## src/rtl/mvb_rr_merge.sv

```systemverilog
// rtl/mvb_rr_merge.sv - round-robin merge of MUX_WIDTH MVB streams into one tagged MVB stream
//
// Whole words are granted to one RX port at a time. Each TX item is tagged
// with the index of the port it came from. The tag lets a demux with the same
// port count route the item back to that port.
//
// Optional feature macro: MVB_MERGE_PRIO_EN
//   When defined, port 0 has strict priority over the other ports.
//   Ports 1..MUX_WIDTH-1 still round-robin among themselves.
//
// Ports:
//   CLK, RESET_N  clock (rising edge) and asynchronous active-low reset
//   RX_DATA       MUX_WIDTH input words; port p is slice p
//   RX_VLD        per-item valid per port
//   RX_SRC_RDY    per-port word present
//   RX_DST_RDY    per-port accept; one-hot or zero
//   TX_DATA       merged word
//   TX_SEL        source port index per item
//   TX_VLD        per-item valid of the merged word
//   TX_SRC_RDY    merged word present
//   TX_DST_RDY    downstream accept

module mvb_rr_merge #(
    parameter int MVB_ITEMS  = 4,
    parameter int DATA_WIDTH = 32,
    parameter int MUX_WIDTH  = 4,
    localparam int SEL_WIDTH = $clog2(MUX_WIDTH)
) (
    input  logic                                     CLK,
    input  logic                                     RESET_N,
    input  logic [MUX_WIDTH*MVB_ITEMS*DATA_WIDTH-1:0] RX_DATA,
    input  logic [MUX_WIDTH*MVB_ITEMS-1:0]           RX_VLD,
    input  logic [MUX_WIDTH-1:0]                     RX_SRC_RDY,
    output logic [MUX_WIDTH-1:0]                     RX_DST_RDY,
    output logic [MVB_ITEMS*DATA_WIDTH-1:0]          TX_DATA,
    output logic [MVB_ITEMS*SEL_WIDTH-1:0]           TX_SEL,
    output logic [MVB_ITEMS-1:0]                     TX_VLD,
    output logic                                     TX_SRC_RDY,
    input  logic                                     TX_DST_RDY
);

    localparam int WORD_W = MVB_ITEMS * DATA_WIDTH;

`ifdef MVB_MERGE_PRIO_EN
    localparam bit PRIO_EN = 1'b1;
`else
    localparam bit PRIO_EN = 1'b0;
`endif

    logic [SEL_WIDTH-1:0]           ptr_q, ptr_d;
    logic                           tx_src_rdy_q, tx_src_rdy_d;
    logic [WORD_W-1:0]              tx_data_q, tx_data_d;
    logic [MVB_ITEMS*SEL_WIDTH-1:0] tx_sel_q, tx_sel_d;
    logic [MVB_ITEMS-1:0]           tx_vld_q, tx_vld_d;

    logic                           free;
    logic                           gnt_vld;
    logic [SEL_WIDTH-1:0]           gnt_idx;
    logic [SEL_WIDTH-1:0]           idx;
    logic [WORD_W-1:0]              sel_data;
    logic [MVB_ITEMS-1:0]           sel_vld;

    // (base + off) mod MUX_WIDTH. This stays correct for port counts that are
    // not a power of two.
    function automatic logic [SEL_WIDTH-1:0] wrap_add(input logic [SEL_WIDTH-1:0] base,
                                                      input int off);
        int sum;
        sum = (int'(base) + off) % MUX_WIDTH;
        return sum[SEL_WIDTH-1:0];
    endfunction

    // Grant: first ready port at or after ptr, with wrap-around.
    always_comb begin
        free    = !tx_src_rdy_q || TX_DST_RDY;
        gnt_vld = 1'b0;
        gnt_idx = '0;
        idx     = '0;
        for (int i = 0; i < MUX_WIDTH; i++) begin
            idx = wrap_add(ptr_q, i);
            // In priority mode, port 0 is excluded from the rotation.
            if (!gnt_vld && RX_SRC_RDY[idx] && (!PRIO_EN || idx != '0)) begin
                gnt_vld = 1'b1;
                gnt_idx = idx;
            end
        end
        if (PRIO_EN && RX_SRC_RDY[0]) begin
            gnt_vld = 1'b1;
            gnt_idx = '0;
        end
        // No grant is offered while the output register is stalled or during reset.
        if (!(free && RESET_N)) begin
            gnt_vld = 1'b0;
        end
    end

    always_comb begin
        RX_DST_RDY = '0;
        if (gnt_vld) begin
            RX_DST_RDY[gnt_idx] = 1'b1;
        end
    end

    always_comb begin
        sel_data = '0;
        sel_vld  = '0;
        for (int p = 0; p < MUX_WIDTH; p++) begin
            if (gnt_idx == SEL_WIDTH'(p)) begin
                sel_data = RX_DATA[p*WORD_W +: WORD_W];
                sel_vld  = RX_VLD[p*MVB_ITEMS +: MVB_ITEMS];
            end
        end
    end

    always_comb begin
        ptr_d        = ptr_q;
        tx_src_rdy_d = tx_src_rdy_q;
        tx_data_d    = tx_data_q;
        tx_sel_d     = tx_sel_q;
        tx_vld_d     = tx_vld_q;
        if (gnt_vld) begin
            if (!(PRIO_EN && gnt_idx == '0)) begin
                ptr_d = wrap_add(gnt_idx, 1);
            end
            // An empty word consumes the grant but does not load the register.
            if (|sel_vld) begin
                tx_src_rdy_d = 1'b1;
                tx_data_d    = sel_data;
                tx_vld_d     = sel_vld;
                tx_sel_d     = {MVB_ITEMS{gnt_idx}};
            end else begin
                tx_src_rdy_d = 1'b0;
            end
        end else if (free) begin
            tx_src_rdy_d = 1'b0;
        end
    end

    always_ff @(posedge CLK or negedge RESET_N) begin
        if (!RESET_N) begin
            ptr_q        <= '0;
            tx_src_rdy_q <= 1'b0;
            tx_data_q    <= '0;
            tx_sel_q     <= '0;
            tx_vld_q     <= '0;
        end else begin
            ptr_q        <= ptr_d;
            tx_src_rdy_q <= tx_src_rdy_d;
            tx_data_q    <= tx_data_d;
            tx_sel_q     <= tx_sel_d;
            tx_vld_q     <= tx_vld_d;
        end
    end

    assign TX_DATA    = tx_data_q;
    assign TX_SEL     = tx_sel_q;
    assign TX_VLD     = tx_vld_q;
    assign TX_SRC_RDY = tx_src_rdy_q;

endmodule

```

## config.mk

```make
export PLATFORM = sky130hd
export DESIGN_NAME = mvb_rr_merge
export DESIGN_NICKNAME = d
export VERILOG_FILES = /design/src/rtl/mvb_rr_merge.sv
export SDC_FILE = /design/constraint.sdc
export NUM_CORES = 1
export LEC_CHECK = 0
export CORE_AREA = 2 2 264 266
export CTS_BUF_LIST = sky130_fd_sc_hd__clkbuf_2 sky130_fd_sc_hd__clkbuf_4 sky130_fd_sc_hd__clkbuf_8
export DETAILED_ROUTE_END_ITERATION = 8
export DIE_AREA = 0 0 266 268
export DONT_BUFFER_PORTS = 1
export GPL_ROUTABILITY_DRIVEN = 0
export HOLD_SLACK_MARGIN = 0.03
export SYNTH_ARGS = -nofsm -noshare
export SYNTH_HDL_FRONTEND = slang
export SYNTH_SLANG_ARGS = --single-unit
```

## constraint.sdc

```tcl
create_clock -name CLK -period 4.35 [get_ports CLK]
set_input_delay 0.87 -clock CLK [delete_from_list [all_inputs] [get_ports CLK]]
set_output_delay 0.87 -clock CLK [all_outputs]
set_load 0.005 [all_outputs]
```

==> qor.csv, run 1 <==
stage,metric,value,unit
clock_tree,CTS tree,done,
clock_tree,Post-CTS Hold Fix Bufs,1,
layout,Final Non-Filler Cells,1772,
layout,Nets,1413,
global_routing,initial antenna violation count,9,
synth,Synth Area in XOR/XNOR,0,%
worst_setup_path,worst r2r src,ptr_q[0],
synth,Synth Area per Inst,9.73,sq um
clock_tree,clk buf depth,2,
clock_tree,cts bufs inserted,17,
clock_tree,clk_lat worst skew,0.51,ns
synth,compound-gate portion of the synthesized area,24.6,%
placement,Placed Area,10000,sq um
sta,Final setup viols,0,
layout,Final Util,15.3,%
sta,Worst Skew,0.0154,ns
layout,P&R area growth vs syn,13.6,%
worst_setup_path,Worst Path Max Fanout,65,
route,Vias/cell,4.59,
layout,final instance area,10400,sq um
floorplan,total core area,68200,sq um
worst_setup_path,WP data arrival,4.10,ns
floorplan,Boundary Pins,680,
synth,yosys warns,0,
synth,Post-Synth Simple-Gate Area,11.4,%
layout,"most common cell after layout, fill and taps aside",dfrtp_1,
sta,RSZ-0062 raised after global routing,no,
synth,mux share of post-synthesis cell area,20.1,%
clock_tree,# resized after CTS,0,
route,DR pass1 iterations,5,
clock_tree,post-CTS setup buffers,0,
synth,"Seq/Total Area, Yosys",37.3,%
worst_setup_path,Critical Path Start Type,register,
sta,setup TNS,0,ns
worst_setup_path,Top Family by Delay on Critical Path,compound AO/OA/AOI/OAI gates,
synth,syn_nets,1484,
clock_tree,clock sink count,137,
route,DR WL/cell,21.9,microns
global_routing,GRT Total Usage,10.1,%
synth,largest family of logic cells by synthesized area,compound AO/OA/AOI/OAI gates,
route,Post-DRT Antenna Nets,0,
worst_setup_path,WP data required,4.74,ns
floorplan,Initial Utilization,13.5,%
sta,Pins Over Slew Limit,0,
floorplan,die width,266,microns
clock_tree,H-tree levels,4,
worst_setup_path,crit path buf inv count,2,
synth,synth unique cells,30,
sta,worst-margin pin slew,0.961,ns
global_routing,global-route wire length before repair,51900,microns
placement,placed insts,1736,
route,initial DRC count,654,
layout,layout cells sized above 1,21.0,%
sta,min Tclk post-route,3.71,ns
pwr,leakage,3.88,nW
sta,maximum clock rate,0.270,GHz
floorplan,# rows,96,
sta,final worst-path cycle share,85.3,%
pwr,Power Dens Cells,792,nW/um^2
clock_tree,Clock Pin Slew Worst Setup and Hold Paths,0.09,ns
layout,most frequent cells in the layout,"dfrtp_1, nand2_1, nor2_1",
placement,port bufs,0,
worst_setup_path,CP cell instances,nor2b_1 -> nor2_1 -> o22ai_1 -> inv_1 -> ha_4 -> or2_1 -> a221o_1 -> a222oi_1 -> a21oi_4 -> buf_12 -> mux2_4,
synth,Synth Area in Adders,0.545,%
route,Vias,8130,
worst_setup_path,CP Launch Point,ptr_q[0],
hold_path,worst hold path type,in -> async,
floorplan,die area,71300,sq um
run_status,status,"finished, final reports clean",
sta,Rel. slew slack,35.9,%
route,drt drc,0,
synth,post-synthesis instance total,945,
route,drt total wl,38800,microns
global_routing,largest net degree at the start of global routing,138,
sta,WHS,0.310,ns
clock_tree,root buffer selected by CTS,clkbuf_8,
worst_setup_path,slowest cell delay on critical path,0.62,ns
worst_setup_path,CP endpoint kind,register,
sta,Fin. Hold Viols,0,
pwr,VDD IR-drop max,0.463,mV
floorplan,die height,268,microns
worst_setup_path,slowest CP cell,a222oi_1,
global_routing,total grt overflow,0,
synth,Yosys reg bits,137,
global_routing,vias in the first global route,7810,
layout,Filler cells,7603,
run,number of max-cap violations,0,
worst_setup_path,Setup CP Type,reg -> reg,
placement,hpwl dp,29500,microns
synth,"Cell Area, Synth",9190,sq um
## worst register-to-register path, cell delays in order, from the launching register on
cell,delay (ns)
dfrtp_1,0.42
nor2b_1,0.17
nor2_1,0.06
o22ai_1,0.33
inv_1,0.20
ha_4,0.23
or2_1,0.29
a221o_1,0.29
a222oi_1,0.62
a21oi_4,0.16
buf_12,0.22
mux2_4,0.60
## synth_stat cells
master / count / share of area [%]
clkbuf_1: 86 / 3.5
o22ai_1: 2 / 0.14
buf_1: 2 / 0.082
or2_1: 1 / 0.068
o31ai_1: 127 / 10
dfrtp_1: 137 / 37
nor2b_1: 2 / 0.14
nor2_1: 133 / 5.4
o221ai_1: 2 / 0.19
a21oi_1: 5 / 0.27
a221o_1: 4 / 0.44
nand2_1: 134 / 5.5
a31oi_1: 1 / 0.068
o2bb2ai_1: 2 / 0.19
o22a_1: 3 / 0.29
buf_2: 2 / 0.11
inv_1: 10 / 0.41
nand3_1: 2 / 0.11
a21o_1: 2 / 0.16
mux2_4: 100 / 16
a222oi_1: 1 / 0.11
o21ai_0: 4 / 0.22
nand3b_1: 1 / 0.082
a211o_1: 1 / 0.095
buf_6: 11 / 1.3
nand2b_1: 2 / 0.14
mux2_2: 31 / 3.8
a221oi_1: 127 / 12
ha_1: 4 / 0.54
buf_4: 6 / 0.49
## power breakdown
part | internal (W) | switching, W
registers | 0.00191 | 0.000686
logic | 0.00214 | 0.00238
clock network | 0.000569 | 0.000588
total | 0.00462 | 0.00365
## registers in the layout (all words and copies together) (netlist names)
signal	cells
TX_DATA	128
TX_SEL	2
TX_SRC_RDY	1
TX_VLD	4
ptr_q	2
## worst paths after layout
kind                            slack [ns]  depth (start not counted)     endpoint
worst min register to register        0.54                          1  TX_DATA[49]
worst max register to register        0.64                         11  TX_DATA[14]
min in group CLK                      0.54                          1  TX_DATA[49]
max in group asynchronous             3.40                          1  TX_DATA[60]
worst max-delay path                  0.64                         11  TX_DATA[14]
worst min-delay path                  0.31                          1  TX_DATA[28]
## layer usage
layer  global-route usage, %  up-vias  part of all wire (%)
li1                        -     3429                     -
met1                    10.3     3896                    36
met5                       0        -                  0.18
met4                    5.42       10                   4.3
met3                    4.60      104                    12
met2                    17.2      691                    48
## metrics by stage
| step | setup WS, ns | power [W] |
|---|---|---|
| 4_1_cts | 0.666 | 0.00831 |
| 2_1_floorplan | 0.603 | 0.00592 |
| 3_5_place_dp | 0.290 | 0.00703 |
| 6_report | 0.641 | 0.00827 |
| 3_3_place_gp | 0.398 | 0.00684 |
| 5_1_grt | 0.457 | 0.00879 |
## area by class of cell
| cell class | instances | area (sq um) | share of cell area, % |
|---|---|---|---|
| Clock buffer | 22 | 290 | 2.78 |
| Clock inverter | 10 | 118 | 1.13 |
| Antenna cell | 3 | 7.51 | 0.0719 |
| Inverter | 10 | 40.0 | 0.383 |
| Timing Repair Buffer | 17 | 185 | 1.77 |
| Multi-Input combinational cell | 691 | 5270 | 50.5 |
| Tap cell | 882 | 1100 | 10.6 |
| Sequential cell | 137 | 3430 | 32.8 |
## cell families after synthesis
logic type	count (synthesis)
DFF	137
muxes	131
buffers and inverters	117
adders and majority gates	4
and+or+nand+nor	275
AOI/OAI and AO/OA	281
No activity file was read; power rests on OpenSTA's default activity.
==> run 2: changes to the inputs <==
--- a/config.mk
+++ b/config.mk
@@ -10,7 +10,7 @@
 export DETAILED_ROUTE_END_ITERATION = 8
 export DIE_AREA = 0 0 266 268
 export DONT_BUFFER_PORTS = 1
-export GPL_ROUTABILITY_DRIVEN = 0
+export GPL_TIMING_DRIVEN = 0
 export HOLD_SLACK_MARGIN = 0.03
 export SYNTH_ARGS = -nofsm -noshare
 export SYNTH_HDL_FRONTEND = slang
==> run 2 against run 1 <==
Compared with the run above:
- critical path type unchanged
- core utilization up 0.43 points
- clock power down 8%
- fmax down 9.5%
- cell count up 5.5%
==> qor.csv, run 2 (synthesis results as in run 1) <==
stage,metric,value,unit,change
run_status,status,"finished, final reports clean",,
clock_tree,H-tree levels,4,,unchanged
placement,hpwl dp,41700,microns,+41%
clock_tree,CTS tree,done,,
floorplan,# rows,96,,unchanged
worst_setup_path,slowest cell delay on critical path,0.67,ns,+0.05 ns
floorplan,die height,268,microns,unchanged
sta,Final setup viols,0,,unchanged
layout,Filler cells,7710,,+1.4%
layout,"most common cell after layout, fill and taps aside",dfrtp_1,,
sta,min Tclk post-route,4.10,ns,+0.391 ns
placement,GPL Wtd Cong,0.984,,
layout,P&R area growth vs syn,16.8,%,
worst_setup_path,WP data arrival,4.50,ns,+0.40 ns
floorplan,total core area,68200,sq um,unchanged
worst_setup_path,CP cell instances,nor2b_1 -> a211o_1 -> a21oi_1 -> inv_1 -> ha_1 -> nor2b_1 -> clkbuf_4 -> clkbuf_2 -> clkbuf_1 -> a221oi_1 -> o31ai_1 -> mux2_4,,
pwr,overall power,0.00891,W,+7.8%
clock_tree,root buffer selected by CTS,clkbuf_8,,
run,number of max-cap violations,0,,unchanged
global_routing,largest net degree at the start of global routing,138,,unchanged
global_routing,GRT Total Usage,14.5,%,+4.5 points
sta,final worst-path cycle share,94.2,%,+9.0 points
route,drt total wl,54500,microns,+41%
layout,max reg flops,128,,unchanged
route,DR pass1 iterations,6,,+1
sta,Rel. slew slack,18.0,%,-18 points
worst_setup_path,crit path buf inv count,4,,+2
clock_tree,Clock Pin Slew Worst Setup and Hold Paths,0.10,ns,about the same
worst_setup_path,slowest CP cell,a221oi_1,,
global_routing,total grt overflow,0,,unchanged
floorplan,die width,266,microns,unchanged
sta,RSZ-0062 raised after global routing,no,,
sta,maximum clock rate,0.244,GHz,-9.5%
layout,Nets,1504,,+6.4%
worst_setup_path,Top Family by Delay on Critical Path,compound AO/OA/AOI/OAI gates,,
clock_tree,clk_lat worst skew,0.53,ns,+0.02 ns
sta,Worst Skew,0.0161,ns,+0.000688 ns
worst_setup_path,CP most frequent cell,nor2b_1,,
route,Vias,8982,,+10%
worst_setup_path,CP endpoint kind,register,,
layout,most frequent cells in the layout,"dfrtp_1, nand2_1, nor2_1",,
worst_setup_path,WP data required,4.75,ns,about the same
sta,Pins Over Slew Limit,0,,unchanged
route,Vias/cell,4.80,,+4.7%
route,DR WL/cell,29.2,microns,+33%
clock_tree,clk buf depth,2,,unchanged
hold_path,worst hold path type,in -> async,,
sta,worst-margin pin slew,1.23,ns,+0.269 ns
layout,Final Util,15.7,%,+0.43 points
clock_tree,clock sink count,137,,unchanged
placement,Placed Area,10300,sq um,+3.0%
pwr,VDD IR-drop max,0.287,mV,-38%
worst_setup_path,Critical Path Start Type,register,,
global_routing,global-route wire length before repair,70800,microns,+36%
floorplan,die area,71300,sq um,unchanged
global_routing,vias in the first global route,9142,,+17%
pwr,Power Dens Cells,830,nW/um^2,+4.8%
floorplan,Boundary Pins,680,,unchanged
floorplan,Initial Utilization,13.5,%,unchanged
clock_tree,cts bufs inserted,17,,unchanged
worst_setup_path,Worst Path Max Fanout,10,,-85%
placement,port bufs,0,,unchanged
pwr,leakage,3.99,nW,+2.9%
route,initial DRC count,883,,+35%
layout,final instance area,10700,sq um,+2.8%
route,drt drc,0,,unchanged
global_routing,initial antenna violation count,16,,+7
route,Post-DRT Antenna Nets,0,,unchanged
layout,layout cells sized above 1,19.8,%,-1.2 points
worst_setup_path,Setup CP Type,reg -> reg,,
sta,Fin. Hold Viols,0,,unchanged
## run 2: changes by cell type in the layout (fill, tap and decap cells not counted), sizes merged
cell,delta
clkinv,-1
clkbuf,+81
clkinvlp,+3
inv,+2
buf,+6
diode,+8
bufinv,-1
## run 2: per-stage QoR
stage	setup TNS [ns]	hold slack (ns)	setup slack, ns	instances
2_1_floorplan	0	0.479	0.603	945
3_3_place_gp	-62.28	0.524	-1.02	1827
3_5_place_dp	-54.77	0.522	-1.14	1827
4_1_cts	0	0.251	0.0446	1859
5_1_grt	0	0.129	0.0123	1868
6_report	0	0.145	0.250	1870
## run 2: routing by layer
| layer | routed length [microns] | share of wire, % | up-vias | global-route usage [%] |
|---|---|---|---|---|
| li1 | - | - | 3639 | - |
| met1 | 20100 | 37 | 4419 | 15.7 |
| met2 | 25600 | 47 | 773 | 23.7 |
| met3 | 6030 | 11 | 141 | 6.20 |
| met4 | 2760 | 5.1 | 10 | 8.75 |
| met5 | 60 | 0.11 | - | 0 |
## run 2: layout make-up
| type | count | area (sq um) | area share (%) |
|---|---|---|---|
| tap | 882 | 1100 | 10.3 |
| buffer | 107 | 527 | 4.91 |
| inverter | 10 | 37.5 | 0.350 |
| multi-input combinational | 691 | 5220 | 48.6 |
| sequential | 137 | 3430 | 31.9 |
| timing repair buffer | 1 | 27.5 | 0.256 |
| clock inverter | 13 | 123 | 1.14 |
| clock buffer | 18 | 241 | 2.25 |
| antenna | 11 | 27.5 | 0.256 |
## run 2: repair_timing
action / 4_1_cts / 5_1_grt
setup buffers: 0 / 0
endpoints found under the hold margin: 137 / 0
hold buffers: 1 / 0
setup endpoints to repair: 59 / 9
resized for setup: 5 / 10
## run 2: report_power, final
| group | switching [W] | leakage (nW) | internal, W | total [W] |
|---|---|---|---|---|
| sequential | 0.000712 | 1.69 | 0.00191 | 0.00262 |
| clock | 0.000612 | 0.175 | 0.000458 | 0.00107 |
| combinational | 0.00297 | 2.13 | 0.00225 | 0.00522 |
| total | 0.00429 | 3.99 | 0.00462 | 0.00891 |
## run 2: worst paths after layout
check | start | end | slack, ns | depth (start not counted)
max in group asynchronous | RESET_N | TX_DATA[111] | 3.20 | 1
setup reg to reg | ptr_q[0] | TX_DATA[35] | 0.25 | 12
setup / recovery | ptr_q[0] | TX_DATA[35] | 0.25 | 12
hold / removal | RESET_N | TX_DATA[27] | 0.14 | 1
min in group CLK | TX_DATA[56] | TX_DATA[56] | 0.55 | 1
hold reg to reg | TX_DATA[56] | TX_DATA[56] | 0.55 | 1
==> run 3: changes to the inputs <==
--- a/config.mk
+++ b/config.mk
@@ -5,6 +5,8 @@
 export SDC_FILE = /design/constraint.sdc
 export NUM_CORES = 1
 export LEC_CHECK = 0
+export CELL_PAD_IN_SITES_DETAIL_PLACEMENT = 0
+export CELL_PAD_IN_SITES_GLOBAL_PLACEMENT = 1
 export CORE_AREA = 2 2 264 266
 export CTS_BUF_LIST = sky130_fd_sc_hd__clkbuf_2 sky130_fd_sc_hd__clkbuf_4 sky130_fd_sc_hd__clkbuf_8
 export DETAILED_ROUTE_END_ITERATION = 8
@@ -12,6 +14,7 @@
 export DONT_BUFFER_PORTS = 1
 export GPL_TIMING_DRIVEN = 0
 export HOLD_SLACK_MARGIN = 0.03
+export PLACE_DENSITY_LB_ADDON = 0.1
 export SYNTH_ARGS = -nofsm -noshare
 export SYNTH_HDL_FRONTEND = slang
 export SYNTH_SLANG_ARGS = --single-unit
==> run 3 against run 2 <==
Compared with the run above:
- clock power increased by 19%
- total power is 1.7% higher
- fmax down 0.43%
- sequential share of layout area down 0.17 points
- largest power group unchanged
==> qor.csv, run 3 (synthesis results as in run 1) <==
stage,metric,value,unit,change
run_status,status,"finished, final reports clean",,
placement,placed insts,1827,,unchanged
global_routing,total grt overflow,0,,unchanged
hold_path,worst hold path type,in -> async,,
route,Post-DRT Antenna Nets,0,,unchanged
floorplan,die area,71300,sq um,unchanged
pwr,Net Switching,0.00425,W,-0.99%
worst_setup_path,crit path buf inv count,3,,-1
floorplan,Initial Utilization,13.5,%,unchanged
pwr,leakage,4.04,nW,+1.2%
worst_setup_path,slowest cell delay on critical path,0.80,ns,+0.13 ns
floorplan,# rows,96,,unchanged
floorplan,die height,268,microns,unchanged
pwr,Power Dens Cells,840,nW/um^2,+1.2%
clock_tree,clock sink count,137,,unchanged
floorplan,die width,266,microns,unchanged
floorplan,Boundary Pins,680,,unchanged
run,number of max-cap violations,0,,unchanged
route,initial DRC count,441,,-50%
worst_setup_path,CP cell instances,nor2b_1 -> a211o_1 -> a21oi_1 -> ha_1 -> buf_2 -> nor2b_1 -> buf_2 -> clkbuf_2 -> a221oi_1 -> o31ai_1 -> mux2_2,,
route,DR WL/cell,29.0,microns,-0.45%
sta,RSZ-0062 raised after global routing,no,,
sta,worst-margin pin slew,1.07,ns,-0.159 ns
sta,Fin. Hold Viols,0,,unchanged
route,Vias/cell,4.41,,-8.2%
clock_tree,cts bufs inserted,17,,unchanged
placement,port bufs,0,,unchanged
worst_setup_path,Critical Path Start Type,register,,
worst_setup_path,WP data required,4.82,ns,+0.07 ns
pwr,Cell Int Power,0.00481,W,+4.2%
sta,min Tclk post-route,4.12,ns,+0.0178 ns
worst_setup_path,Worst Path Max Fanout,10,,unchanged
route,drt total wl,54100,microns,-0.83%
sta,final worst-path cycle share,94.7,%,+0.41 points
worst_setup_path,Reg2Reg Depth,11,,-1
worst_setup_path,Top Family by Delay on Critical Path,compound AO/OA/AOI/OAI gates,,
placement,GPL Wtd Cong,0.772,,-22%
worst_setup_path,"reg-to-reg slack, setup",0.23,ns,-0.02 ns
worst_setup_path,Setup CP Type,reg -> reg,,
layout,"most common cell after layout, fill and taps aside",dfrtp_1,,
pwr,Comb power frac,57.0,%,-1.6 points
layout,Final Non-Filler Cells,1863,,-0.37%
clock_tree,Clock Pin Slew Worst Setup and Hold Paths,0.09,ns,about the same
layout,P&R area growth vs syn,17.4,%,
sta,Worst Skew,0.0150,ns,-0.00114 ns
route,drt drc,0,,unchanged
route,Vias,8213,,-8.6%
sta,WHS,0.301,ns,+0.156 ns
global_routing,largest net degree at the start of global routing,138,,unchanged
global_routing,initial antenna violation count,11,,-5
worst_setup_path,slowest CP cell,o31ai_1,,
layout,Nets,1504,,unchanged
route,DR pass1 iterations,5,,-1
global_routing,vias in the first global route,8699,,-4.8%
worst_setup_path,WP data arrival,4.59,ns,+0.09 ns
layout,max reg flops,128,,unchanged
worst_setup_path,worst r2r src,ptr_q[0],,
clock_tree,clk_lat worst skew,0.54,ns,about the same
placement,hpwl dp,42800,microns,+2.5%
floorplan,total core area,68200,sq um,unchanged
pwr,Clock power frac,14.0,%,+2.0 points
global_routing,GRT Total Usage,14.6,%,+0.018 points
clock_tree,clk buf depth,2,,unchanged
clock_tree,H-tree levels,4,,unchanged
sta,Pins Over Slew Limit,0,,unchanged
clock_tree,root buffer selected by CTS,clkbuf_8,,
sta,Final setup viols,0,,unchanged
global_routing,global-route wire length before repair,71500,microns,+0.89%
pwr,register share of total power,29.0,%,-0.4 points
layout,layout cells sized above 1,19.9,%,+0.12 points
sta,maximum clock rate,0.243,GHz,-0.43%
pwr,VDD IR-drop max,0.190,mV,-34%
worst_setup_path,Worst R2R End,TX_DATA[56],,
sta,Rel. slew slack,28.6,%,+11 points
layout,most frequent cells in the layout,"dfrtp_1, nand2_1, nor2_1",,
pwr,Switching Fraction,46.9,%,-1.3 points
worst_setup_path,CP endpoint kind,register,,
clock_tree,CTS tree,done,,
==> run 3: changes by cell type in the layout (fill, tap and decap cells not counted), sizes merged <==
cell,previous run,this run
buf,23,24
bufinv,1,4
clkinv,5,6
clkinvlp,4,1
diode,11,5
inv,13,10
==> run 3: metrics by stage <==
step                      setup slack, ns  power (W)  setup TNS (ns)  instance area (sq um)  utilization [%]
after floorplan                     0.603    0.00592               0                   9190                -
after global placement              -1.28    0.00801          -69.36                  10300             15.1
after detailed placement            -1.18    0.00795          -54.69                  10300             15.1
after CTS                          0.0355    0.00933               0                  10800             15.8
after global routing               0.0101    0.00976               0                  10800             15.8
final                               0.232    0.00907               0                  10800             15.8
==> run 3: per-layer routing <==
metal	share of wire (%)	track usage, %	wire [microns]	up-vias
li1	-	-	-	3635
met5	0.098	0	53	-
met3	9.0	5.60	4890	48
met2	52	26.2	28300	422
met4	2.0	4.80	1070	8
met1	36	15.6	19700	4100
==> run 3: final cells by class <==
type	instances	area, sq um
Clock buffer	19	262
Timing Repair Buffer	2	35.0
Multi-Input combinational cell	691	5220
Tap cell	882	1100
Inverter	10	37.5
Sequential cell	137	3430
Antenna cell	5	12.5
Clock inverter	11	173
Fill cell	7740	57400
Buffer	106	522
==> run 3: worst max path at each step <==
stage                  start  cells after the start  slack, ns            end
2_1_floorplan  RX_SRC_RDY[0]                     12       0.60     TX_DATA[0]
3_3_place_gp   RX_SRC_RDY[0]                     10      -1.28     TX_DATA[1]
3_5_place_dp   RX_SRC_RDY[0]                     11      -1.18    TX_DATA[56]
4_1_cts             ptr_q[0]                      9       0.04  RX_DST_RDY[2]
5_1_grt             ptr_q[0]                     11       0.01    TX_DATA[56]
6_report            ptr_q[0]                     11       0.23    TX_DATA[56]
==> run 3: power groups by stage <==
stage	Sequential, W	Clock [W]	Combinational, W
2_1_floorplan	0.00230	0	0.00363
3_3_place_gp	0.00273	0	0.00528
3_5_place_dp	0.00268	0	0.00526
4_1_cts	0.00267	0.00136	0.00531
5_1_grt	0.00271	0.00139	0.00566
6_report	0.00263	0.00127	0.00517
==> run 3: worst reg2reg max path, cell delays in order (launching register included) <==
cell and delay [ns]:
dfrtp_1 0.42, nor2b_1 0.17, a211o_1 0.13, a21oi_1 0.15, ha_1 0.23, buf_2 0.19
nor2b_1 0.36, buf_2 0.55, clkbuf_2 0.51, a221oi_1 0.28, o31ai_1 0.80, mux2_2 0.29
==> run 3: timing repair <==
item / in CTS / in global routing
setup buffers: 0 / 1
setup endpoints to repair: 51 / 43
hold buffers: 1 / 0
pin swaps: 0 / 1
gates resized for setup: 6 / 9
endpoints found under the hold margin: 137 / 0
